File: config.mk
export PLATFORM = sky130hd
export DESIGN_NAME = alu_led_seq_flat
export DESIGN_NICKNAME = d
export VERILOG_FILES = /design/src/rtl/alu_led_pkg.sv /design/src/rtl/alu_led_seq_if.sv /design/src/rtl/alu_led_seq_rr_arb2.sv /design/src/rtl/alu_led_seq.sv /design/src/flat_wrapper.sv
export SDC_FILE = /design/constraint.sdc
export NUM_CORES = 1
export LEC_CHECK = 0
export BUFFER_PORTS_ARGS = -buffer_cell sky130_fd_sc_hd__buf_4
export CAP_MARGIN = 20
export CORE_ASPECT_RATIO = 1.1
export CORE_MARGIN = 2
export CORE_UTILIZATION = 35
export DETAILED_ROUTE_END_ITERATION = 7
export HOLD_SLACK_MARGIN = 0.03
export MAX_ROUTING_LAYER = met4
export PLACE_DENSITY = 0.64
export SLEW_MARGIN = 5
export SYNTH_ARGS = -nofsm -noshare
export SYNTH_HDL_FRONTEND = slang
export SYNTH_SLANG_ARGS = --single-unit
File: constraint.sdc
create_clock -name clk -period 1.5 [get_ports clk]
set_input_delay 0.225 -clock clk [delete_from_list [all_inputs] [get_ports clk]]
set_output_delay 0.225 -clock clk [all_outputs]
set_load 0.01 [all_outputs]
File: src/rtl/alu_led_pkg.sv
// ----------------------------------------------------------------------------
// alu_led_pkg
// Shared types and constants for the LED ALU sequencer.
//   state_e   : controller states (IDLE, ISSUE, WAIT)
//   OP_ADD    : ALU opcode for increment
//   OP_SUB    : ALU opcode for decrement
//   DEF_WIDTH : default accumulator / ALU data width
//   DEF_CNT_W : default completed-operation counter width
// ----------------------------------------------------------------------------
package alu_led_pkg;

    typedef enum logic [1:0] {
        IDLE  = 2'd0,
        ISSUE = 2'd1,
        WAIT  = 2'd2
    } state_e;

    localparam logic OP_ADD = 1'b0;
    localparam logic OP_SUB = 1'b1;

    localparam int DEF_WIDTH = 16;
    localparam int DEF_CNT_W = 8;

endpackage

File: src/rtl/alu_led_seq_if.sv
// ----------------------------------------------------------------------------
// alu_led_seq_if
// Bundle of request/ack handshakes, parallel load and ALU datapath signals.
//   master : requesters + ALU side (drives req_*, load, load_val, lamps)
//   slave  : sequencer side (drives opcode, accum, ack_*, busy, op_count)
// ----------------------------------------------------------------------------
interface alu_led_seq_if #(
    parameter int WIDTH = 16,
    parameter int CNT_W = 8
) ();

    logic             req_inc;
    logic             req_dec;
    logic             load;
    logic [WIDTH-1:0] load_val;
    logic [WIDTH-1:0] lamps;
    logic             opcode;
    logic [WIDTH-1:0] accum;
    logic             ack_inc;
    logic             ack_dec;
    logic             busy;
    logic [CNT_W-1:0] op_count;

    modport master (
        output req_inc, req_dec, load, load_val, lamps,
        input  opcode, accum, ack_inc, ack_dec, busy, op_count
    );

    modport slave (
        input  req_inc, req_dec, load, load_val, lamps,
        output opcode, accum, ack_inc, ack_dec, busy, op_count
    );

endinterface

File: src/rtl/alu_led_seq_rr_arb2.sv
// ----------------------------------------------------------------------------
// rr_arb2
// Two-input round-robin arbiter with a registered last-grant pointer.
//   clk     : system clock
//   rst     : asynchronous active-low reset (pointer favours req[0])
//   req     : request vector, bit 0 = inc, bit 1 = dec
//   advance : a grant is being taken this cycle; pointer moves past winner
//   grant   : one-hot grant (combinational)
// ----------------------------------------------------------------------------
module rr_arb2 (
    input  logic       clk,
    input  logic       rst,
    input  logic [1:0] req,
    input  logic       advance,
    output logic [1:0] grant
);

    // ptr_q = 0 -> req[0] wins a tie, ptr_q = 1 -> req[1] wins a tie
    logic ptr_q;
    logic ptr_d;

    always_comb begin
        grant = req;
        if (req == 2'b11) begin
            grant = ptr_q ? 2'b10 : 2'b01;
        end
    end

    always_comb begin
        ptr_d = ptr_q;
        if (advance) begin
            ptr_d = grant[0];
        end
    end

    always_ff @(posedge clk or negedge rst) begin
        if (!rst) begin
            ptr_q <= 1'b0;
        end else begin
            ptr_q <= ptr_d;
        end
    end

endmodule

File: src/rtl/alu_led_seq.sv
// ----------------------------------------------------------------------------
// alu_led_seq
// Shares the single-bit-opcode LED inc/dec ALU between an increment and a
// decrement requester. Owns the accumulator, drives the ALU opcode/accum and
// captures the registered lamps result back into the accumulator.
//   clk : system clock, rising edge
//   rst : asynchronous active-low reset
//   bus : alu_led_seq_if.slave (req/ack handshakes, load, ALU datapath,
//         busy, op_count)
// Optional build macro ALU_LED_SAT_EN: saturate instead of wrapping; a grant
// that would wrap still acks but performs no ALU operation.
//
//   state | meaning
//   IDLE  | accept load or arbitrate requests
//   ISSUE | ack high, accum/opcode stable for the ALU to register lamps
//   WAIT  | capture lamps into accum, bump op_count
// ----------------------------------------------------------------------------
module alu_led_seq
    import alu_led_pkg::*;
#(
    parameter int WIDTH = DEF_WIDTH,
    parameter int CNT_W = DEF_CNT_W
) (
    input  logic          clk,
    input  logic          rst,
    alu_led_seq_if.slave  bus
);

    state_e           state_q,    state_d;
    logic [WIDTH-1:0] accum_q,    accum_d;
    logic             opcode_q,   opcode_d;
    logic             ack_inc_q,  ack_inc_d;
    logic             ack_dec_q,  ack_dec_d;
    logic             busy_q,     busy_d;
    logic [CNT_W-1:0] op_count_q, op_count_d;

    logic [1:0] req_vec;
    logic [1:0] grant;
    logic       ack_pending;
    logic       advance;

    assign req_vec     = {bus.req_dec, bus.req_inc};
    // The ack cycle of a saturated grant is spent in IDLE while the requester
    // still holds req; block arbitration for that cycle so it is not regranted.
    assign ack_pending = ack_inc_q | ack_dec_q;
    assign advance     = (state_q == IDLE) && !bus.load && !ack_pending
                         && (|req_vec);

    rr_arb2 u_arb (
        .clk     (clk),
        .rst     (rst),
        .req     (req_vec),
        .advance (advance),
        .grant   (grant)
    );

`ifdef ALU_LED_SAT_EN
    logic sat_hit;
    assign sat_hit = (grant[0] && (&accum_q)) || (grant[1] && (accum_q == '0));
`endif

    always_comb begin
        state_d    = state_q;
        accum_d    = accum_q;
        opcode_d   = opcode_q;
        ack_inc_d  = 1'b0;
        ack_dec_d  = 1'b0;
        busy_d     = 1'b0;
        op_count_d = op_count_q;
        case (state_q)
            IDLE: begin
                if (bus.load) begin
                    accum_d = bus.load_val;
                end else if (advance) begin
                    opcode_d  = grant[1] ? OP_SUB : OP_ADD;
                    ack_inc_d = grant[0];
                    ack_dec_d = grant[1];
                    state_d   = ISSUE;
                    busy_d    = 1'b1;
`ifdef ALU_LED_SAT_EN
                    if (sat_hit) begin
                        state_d = IDLE;
                        busy_d  = 1'b0;
                    end
`endif
                end
            end
            ISSUE: begin
                state_d = WAIT;
                busy_d  = 1'b1;
            end
            WAIT: begin
                accum_d    = bus.lamps;
                op_count_d = op_count_q + 1'b1;
                state_d    = IDLE;
            end
            default: begin
                state_d = IDLE;
            end
        endcase
    end

    always_ff @(posedge clk or negedge rst) begin
        if (!rst) begin
            state_q    <= IDLE;
            accum_q    <= '0;
            opcode_q   <= OP_ADD;
            ack_inc_q  <= 1'b0;
            ack_dec_q  <= 1'b0;
            busy_q     <= 1'b0;
            op_count_q <= '0;
        end else begin
            state_q    <= state_d;
            accum_q    <= accum_d;
            opcode_q   <= opcode_d;
            ack_inc_q  <= ack_inc_d;
            ack_dec_q  <= ack_dec_d;
            busy_q     <= busy_d;
            op_count_q <= op_count_d;
        end
    end

    assign bus.accum    = accum_q;
    assign bus.opcode   = opcode_q;
    assign bus.ack_inc  = ack_inc_q;
    assign bus.ack_dec  = ack_dec_q;
    assign bus.busy     = busy_q;
    assign bus.op_count = op_count_q;

endmodule

File: src/flat_wrapper.sv
// flat-port wrapper written by rule: the top's interface ports become plain ports
module alu_led_seq_flat import alu_led_pkg::*;
#(
    parameter int WIDTH = DEF_WIDTH,
    parameter int CNT_W = DEF_CNT_W
)
  (clk, rst, bus_req_inc, bus_req_dec, bus_load, bus_load_val, bus_lamps, bus_opcode, bus_accum, bus_ack_inc, bus_ack_dec, bus_busy, bus_op_count);
  alu_led_seq_if #(.WIDTH(WIDTH), .CNT_W(CNT_W)) bus_i ();
  input  logic clk;
  input  logic rst;
  input wire logic [$bits(bus_i.req_inc)-1:0] bus_req_inc;
  input wire logic [$bits(bus_i.req_dec)-1:0] bus_req_dec;
  input wire logic [$bits(bus_i.load)-1:0] bus_load;
  input wire logic [$bits(bus_i.load_val)-1:0] bus_load_val;
  input wire logic [$bits(bus_i.lamps)-1:0] bus_lamps;
  output wire logic [$bits(bus_i.opcode)-1:0] bus_opcode;
  output wire logic [$bits(bus_i.accum)-1:0] bus_accum;
  output wire logic [$bits(bus_i.ack_inc)-1:0] bus_ack_inc;
  output wire logic [$bits(bus_i.ack_dec)-1:0] bus_ack_dec;
  output wire logic [$bits(bus_i.busy)-1:0] bus_busy;
  output wire logic [$bits(bus_i.op_count)-1:0] bus_op_count;
  assign bus_i.req_inc = bus_req_inc;
  assign bus_i.req_dec = bus_req_dec;
  assign bus_i.load = bus_load;
  assign bus_i.load_val = bus_load_val;
  assign bus_i.lamps = bus_lamps;
  assign bus_opcode = bus_i.opcode;
  assign bus_accum = bus_i.accum;
  assign bus_ack_inc = bus_i.ack_inc;
  assign bus_ack_dec = bus_i.ack_dec;
  assign bus_busy = bus_i.busy;
  assign bus_op_count = bus_i.op_count;
  alu_led_seq #(.WIDTH(WIDTH), .CNT_W(CNT_W)) u_core (.clk(clk), .rst(rst), .bus(bus_i));
endmodule
Yosys cells after proc, flatten, opt, wreduce, memory -nomap -nowiden --
Index checks and enable logic that the tools add are counted. Widths: inputs -> output; s select.
Word-level totals: register bits after elaboration 31
Operators by class: add/sub/neg operators 1, equality and inequality tests 6, muxes and demuxes 17, bitwise gates (word level) 2, reduce and logical (&&, ||, !) cells 11
Operators with widths (number):
- $pmux 16 s2 | 1
- $mux 16 | 1
- $mux 1 | 9
- $add 8x1->8 const B | 1
- $mux 2 | 4
- $eq 2x2->1 const B | 2
- $ne 2x2->1 const B | 2
- $pmux 2 s2 | 1
- $reduce_and 2->1 | 2
- $logic_and 1x1->1 | 3
- $reduce_and 3->1 | 1
- $eq 2x1->1 const B | 1
- $logic_not 1->1 | 2
- $logic_not 2->1 | 1
- $ne 2x1->1 const B | 1
- $pmux 1 s2 | 1
- $reduce_bool 2->1 | 1
- $reduce_or 2->1 | 1
- $not 1->1 | 1
- $or 1x1->1 | 1

Depth between registers and ports, before layout --
depth in word-level cells 7, mapped depth 5, mapped depth without buffers 3

Cells and area by module --
Synthesis repeated with hierarchy kept, for this count alone.
Second synthesis, totals: cell total of the unflattened synthesis 119, area, all modules 1390.1 µm²
By module, submodules not included:
- alu_led_seq | instances 1, cells each 114, area an instance 1327.5 µm²
- rr_arb2 | instances 1, cells each 5, area an instance 62.6 µm²

Worst setup path after synthesis --
No wires, ideal clock.
path type register to register, start point register u_core.state_q[1], end point register u_core.accum_q[0] (netlist: u_core.bus.accum[0]), setup time 0.124 ns, arrival 1.023 ns, required time 1.376 ns, path slack 0.353 ns, stages on the path, launching flop included 6, path through dfrtp_1 > nor2b_4 > buf_6 > buf_12 > mux2i_1 > o21ai_1
On the way: longest elaborated chain between the ends 3
Ends and longest elaborated chain:
- start, declared | RTL line alu_led_seq.sv:29 | state_e state_q, state_d;
- start signal, assigned | RTL line alu_led_seq.sv:113 | state_q <= state_d;
- $eq 2x2->1 / $logic_not 2->1 (equally long branches) | RTL line alu_led_seq.sv:70 | case (state_q)
- $reduce_bool 2->1 (no line) / $ne 2x2->1 (equally long branches)
- $reduce_and 2->1 (no line)
- end signal, assigned | RTL line alu_led_seq.sv:114 | accum_q <= accum_d;
- end, declared | RTL line alu_led_seq.sv:30 | logic [WIDTH-1:0] accum_q, accum_d;
Parallel ways exist; a longest one is shown, timed or not. A chain may end at the register's enable or synchronous reset.

Worst setup path in the final report --
start point register u_core.state_q[1], end point register u_core.accum_q[5] (netlist: u_core.bus.accum[5])
Same word-level chain as after synthesis.

==> impl_table.tex <==
\begin{tabular}{lr}
\hline
Metric & Value \\
\hline
\multicolumn{2}{l}{\textbf{Floorplanning}} \\
\quad Die area & 4450 um\^{}2 \\
\quad Horiz. Die Dim & 63.8 um \\
\quad Effective utilization at floorplan & 0.371 \\
\quad Standard-cell rows & 23 \\
\quad Number of top-level pins & 65 \\
\quad Floorplan Core Area & 3710 um\^{}2 \\
\quad Floorplan die height & 69.8 um \\
\multicolumn{2}{l}{\textbf{Route}} \\
\quad Vias per cell & between 4 and 5 \\
\quad First-iteration detailed-routing DRC count & 49 \\
\quad Total length of routed wires & 2950 um \\
\quad Post-route antenna net violation count & 0 \\
\quad Total iterations of the first detailed-routing run & 4 \\
\quad Remaining routing DRC violations & 0 \\
\quad Avg WL per Cell & 12.2 um \\
\quad Via total after detailed routing & 1098 \\
\multicolumn{2}{l}{\textbf{Yosys}} \\
\quad Synth top area share & 0.563 \\
\quad Yosys cell types & 23 \\
\quad Top FF cell, synth & sky130\_fd\_sc\_hd\_\_dfrtp\_1 \\
\quad Most repeated cell in the gate-level netlist after synthesis & sky130\_fd\_sc\_hd\_\_dfrtp\_1 \\
\quad Post-synthesis register bit count & 31 \\
\quad Syn\_nets & 159 \\
\quad Top cell types by occurrence after synthesis & sky130\_fd\_sc\_hd\_\_dfrtp\_1, sky130\_fd\_sc\_hd\_\_nand2\_1, sky130\_fd\_sc\_hd\_\_mux2i\_1 \\
\quad Synthesis warning total & 0 \\
\quad Synthesized area & 1380 um\^{}2 \\
\quad Number of enable-type register cells in the synthesized netlist & 0 \\
\quad Cell count after synthesis & 121 \\
\quad Top cells by area, synth & sky130\_fd\_sc\_hd\_\_dfrtp\_1, sky130\_fd\_sc\_hd\_\_mux2i\_1, sky130\_fd\_sc\_hd\_\_nand2\_1, sky130\_fd\_sc\_hd\_\_o21ai\_1, sky130\_fd\_sc\_hd\_\_xnor2\_1 \\
\quad Part of the Yosys area used for sequential elements & 0.563 \\
\quad Syn\_area\_per\_cell & 11.4 um\^{}2 \\
\quad Post-synth ARST share & 1.00 \\
\quad Leading area contributor after synthesis & sky130\_fd\_sc\_hd\_\_dfrtp\_1 \\
\multicolumn{2}{l}{\textbf{GRT}} \\
\quad First-pass GRT wire length & 5040 um \\
\quad Largest net degree at the start of global routing & 33 \\
\quad Initial antenna violation count & 0 \\
\quad Via count of the first global-routing pass & 1134 \\
\quad GR Util All Layers & 0.147 \\
\quad Leftover overflow at the end of global routing & 0 \\
\multicolumn{2}{l}{\textbf{Critical path}} \\
\quad Buf+Inv Stages, Crit Path & 1 \\
\quad Critical setup path kind & reg2reg \\
\quad Arrival time worst endpoint & 1.40 ns \\
\quad Delay of the slowest critical-path stage & 0.42 ns \\
\quad Crit start category & register \\
\quad Series of cell instances along the critical path & nor2b\_4 > buf\_4 > mux2i\_1 > o21ai\_1 \\
\quad Cell family contributing the most delay on the critical path & flip-flops \\
\quad Crit path capture type & register \\
\quad Crit path max-delay cell type & sky130\_fd\_sc\_hd\_\_dfrtp\_1 \\
\quad Data required time of the worst path & 1.66 ns \\
\quad Largest fanout on the critical path & 13 \\
\multicolumn{2}{l}{\textbf{Final layout}} \\
\quad Area Overhead vs Synth & 44.1\% \\
\quad Filler-free cell count of the finished design & 241 \\
\quad Footprint of the flip-flops and latches & 776 um\^{}2 \\
\quad Multi-input logic area & between 500 and 600 um\^{}2 \\
\quad Layout cells sized above 1 & 0.398 \\
\quad Final core utilization & 0.535 \\
\quad Final Instance Area & 1980 um\^{}2 \\
\quad Nets@finish & roughly 230 \\
\quad ANT cells & 0 \\
\quad Count of filler cells inserted in the layout & 317 \\
\multicolumn{2}{l}{\textbf{Timing}} \\
\quad Final Hold Viols & 0 \\
\quad Final worst path period need & between 1 and 1.5 ns \\
\quad Worst hold slack & 0.225 ns \\
\quad Worst setup slack after layout & $\sim$0.26 ns \\
\quad Number of failing setup endpoints in the final timing report & 0 \\
\quad Worst Max-Slew Pin Slew & just under 0.4 ns \\
\quad Tightest slew margin relative to the limit & 0.742 \\
\quad Final Skew & roughly 0.0037 ns \\
\quad Final Max Tran Viols & 0 \\
\quad Unrepaired setup endpoints after global routing & false \\
\quad Maximum frequency from static timing analysis & 805 MHz \\
\quad Setup total negative slack & 0 ns \\
\quad Portion of the clock cycle consumed by the worst path in the final layout & 0.828 \\
\multicolumn{2}{l}{\textbf{Placement}} \\
\quad HPWL after DPL & 2280 um \\
\quad Post-Place Cells & 232 \\
\quad Cell area after placement & 1890 um\^{}2 \\
\quad Pre-CTS setup slack & 0.248 ns \\
\quad Count of buffers inserted at the top-level ports & 64 \\
\quad Weighted congestion reported at the end of routability-driven placement & 0.757 \\
\multicolumn{2}{l}{\textbf{Clock network}} \\
\quad Clock Sink Count & 31 \\
\quad Post-CTS Setup Bufs & 0 \\
\quad Cell at the root of the clock tree & sky130\_fd\_sc\_hd\_\_clkbuf\_8 \\
\quad Total number of H-tree levels & 2 \\
\quad CTS tree & built \\
\quad Number of gates given a new drive strength after cts & 0 \\
\quad Maximum clock insertion buffer count & 2 \\
\quad Clock insertion delay at the later pin of the skew report & 0.27 ns \\
\quad Clk slew on worst S/H paths & roughly 0.060 ns \\
\quad Number of buffers created by CTS & 5 \\
\quad Number of buffers inserted for hold repair after clock tree synthesis & 1 \\
\multicolumn{2}{l}{\textbf{Run}} \\
\quad Reported max-cap violation count & 0 \\
\multicolumn{2}{l}{\textbf{Power}} \\
\quad Total chip power & 3.00 mW \\
\quad Power density over the cells & 1510 nW/um\^{}2 \\
\quad Largest voltage drop on the vdd net & between 600 and 700 uV \\
\quad Static Leak & 0.979 nW \\
\multicolumn{2}{l}{\textbf{Run status}} \\
\quad Outcome & finished clean \\
\multicolumn{2}{l}{\textbf{Worst hold path}} \\
\quad Type of the most critical hold path & in2reg \\
\hline
\end{tabular}
placed cells by master (no fill, tap or decap):
master,Yosys,layout
sky130_fd_sc_hd__buf_12,2,1
sky130_fd_sc_hd__nand4_1,6,6
sky130_fd_sc_hd__dfrtp_1,31,31
sky130_fd_sc_hd__nor2_1,2,2
sky130_fd_sc_hd__mux2_2,1,1
sky130_fd_sc_hd__a21oi_1,1,1
sky130_fd_sc_hd__nand2_1,19,19
sky130_fd_sc_hd__nor3_1,1,1
sky130_fd_sc_hd__ha_1,1,1
sky130_fd_sc_hd__nand2b_1,1,1
sky130_fd_sc_hd__and3_1,2,2
sky130_fd_sc_hd__nor2b_4,1,1
sky130_fd_sc_hd__buf_4,0,66
sky130_fd_sc_hd__xnor2_1,6,6
sky130_fd_sc_hd__dlygate4sd3_1,0,1
sky130_fd_sc_hd__xor2_1,1,1
sky130_fd_sc_hd__clkbuf_1,0,2
sky130_fd_sc_hd__o21bai_2,0,1
sky130_fd_sc_hd__o21ai_0,6,6
sky130_fd_sc_hd__o211a_1,1,1
sky130_fd_sc_hd__clkinv_2,0,1
sky130_fd_sc_hd__mux2i_1,16,16
sky130_fd_sc_hd__clkbuf_8,0,5
sky130_fd_sc_hd__inv_1,5,5
sky130_fd_sc_hd__o21ai_1,13,13
final cells by class:
class / count / area share
inverters: 5 / 0.00946
flip-flops and latches: 31 / 0.391
repair buffers: 68 / 0.265
clock buffers: 7 / 0.0385
multi-input cells: 79 / 0.262
well taps: 50 / 0.0315
clock inverters: 1 / 0.00252
power breakdown:
group	internal, mW	total, mW	switching [mW]
Clock	0.325	0.604	0.279
Sequential	1.10	1.30	0.199
Combinational	0.597	1.10	0.500
worst paths after layout:
path | end | from | cells after the start | slack [ns]
worst max-delay path | u_core.bus.accum[5] | u_core.state_q[1] | 4 | 0.26
worst min-delay path | u_core.bus.accum[3] | bus_load_val[3] | 3 | 0.22
worst max register to register | u_core.bus.accum[5] | u_core.state_q[1] | 4 | 0.26
worst min register to register | u_core.bus.op_count[7] | u_core.bus.op_count[7] | 1 | 0.48
max in group asynchronous | u_core.bus.busy | rst | 2 | 0.79
min in group asynchronous | u_core.bus.op_count[4] | rst | 2 | 0.42
per-layer routing:
layer  up-vias  GRT usage  wire (um)
met2        40      0.245       1510
met1       504      0.166       1230
met5         -          -          0
met3         2     0.0406        192
li1        552          -          -
met4         0     0.0580         21
state kept, by name (all words and copies together) (netlist names):
name	cells
u_core.bus.opcode	1
u_core.bus.ack_inc	1
u_core.u_arb.ptr_q	1
u_core.bus.busy	1
u_core.state_q	2
u_core.bus.accum	16
u_core.bus.op_count	8
u_core.bus.ack_dec	1
worst reg2reg max path, cell delays in order, from the launching register on:
cell                      delay [ns]
sky130_fd_sc_hd__dfrtp_1        0.42
sky130_fd_sc_hd__nor2b_4        0.17
sky130_fd_sc_hd__buf_4          0.24
sky130_fd_sc_hd__mux2i_1        0.23
sky130_fd_sc_hd__o21ai_1        0.07
kinds of logic (layout without fill, tap and decap cells):
| logic type | after synthesis | count (layout) | share of synthesized area |
|---|---|---|---|
| simple gates | 32 | 32 | 0.112 |
| flops | 31 | 31 | 0.563 |
| compound gates | 22 | 22 | 0.0854 |
| mux | 17 | 17 | 0.124 |
| buf+inv | 11 | 81 | 0.0618 |
| xor+xnor | 7 | 7 | 0.0445 |
| fa+ha+maj | 1 | 1 | 0.00908 |
No activity file was read; power rests on OpenSTA's default activity.
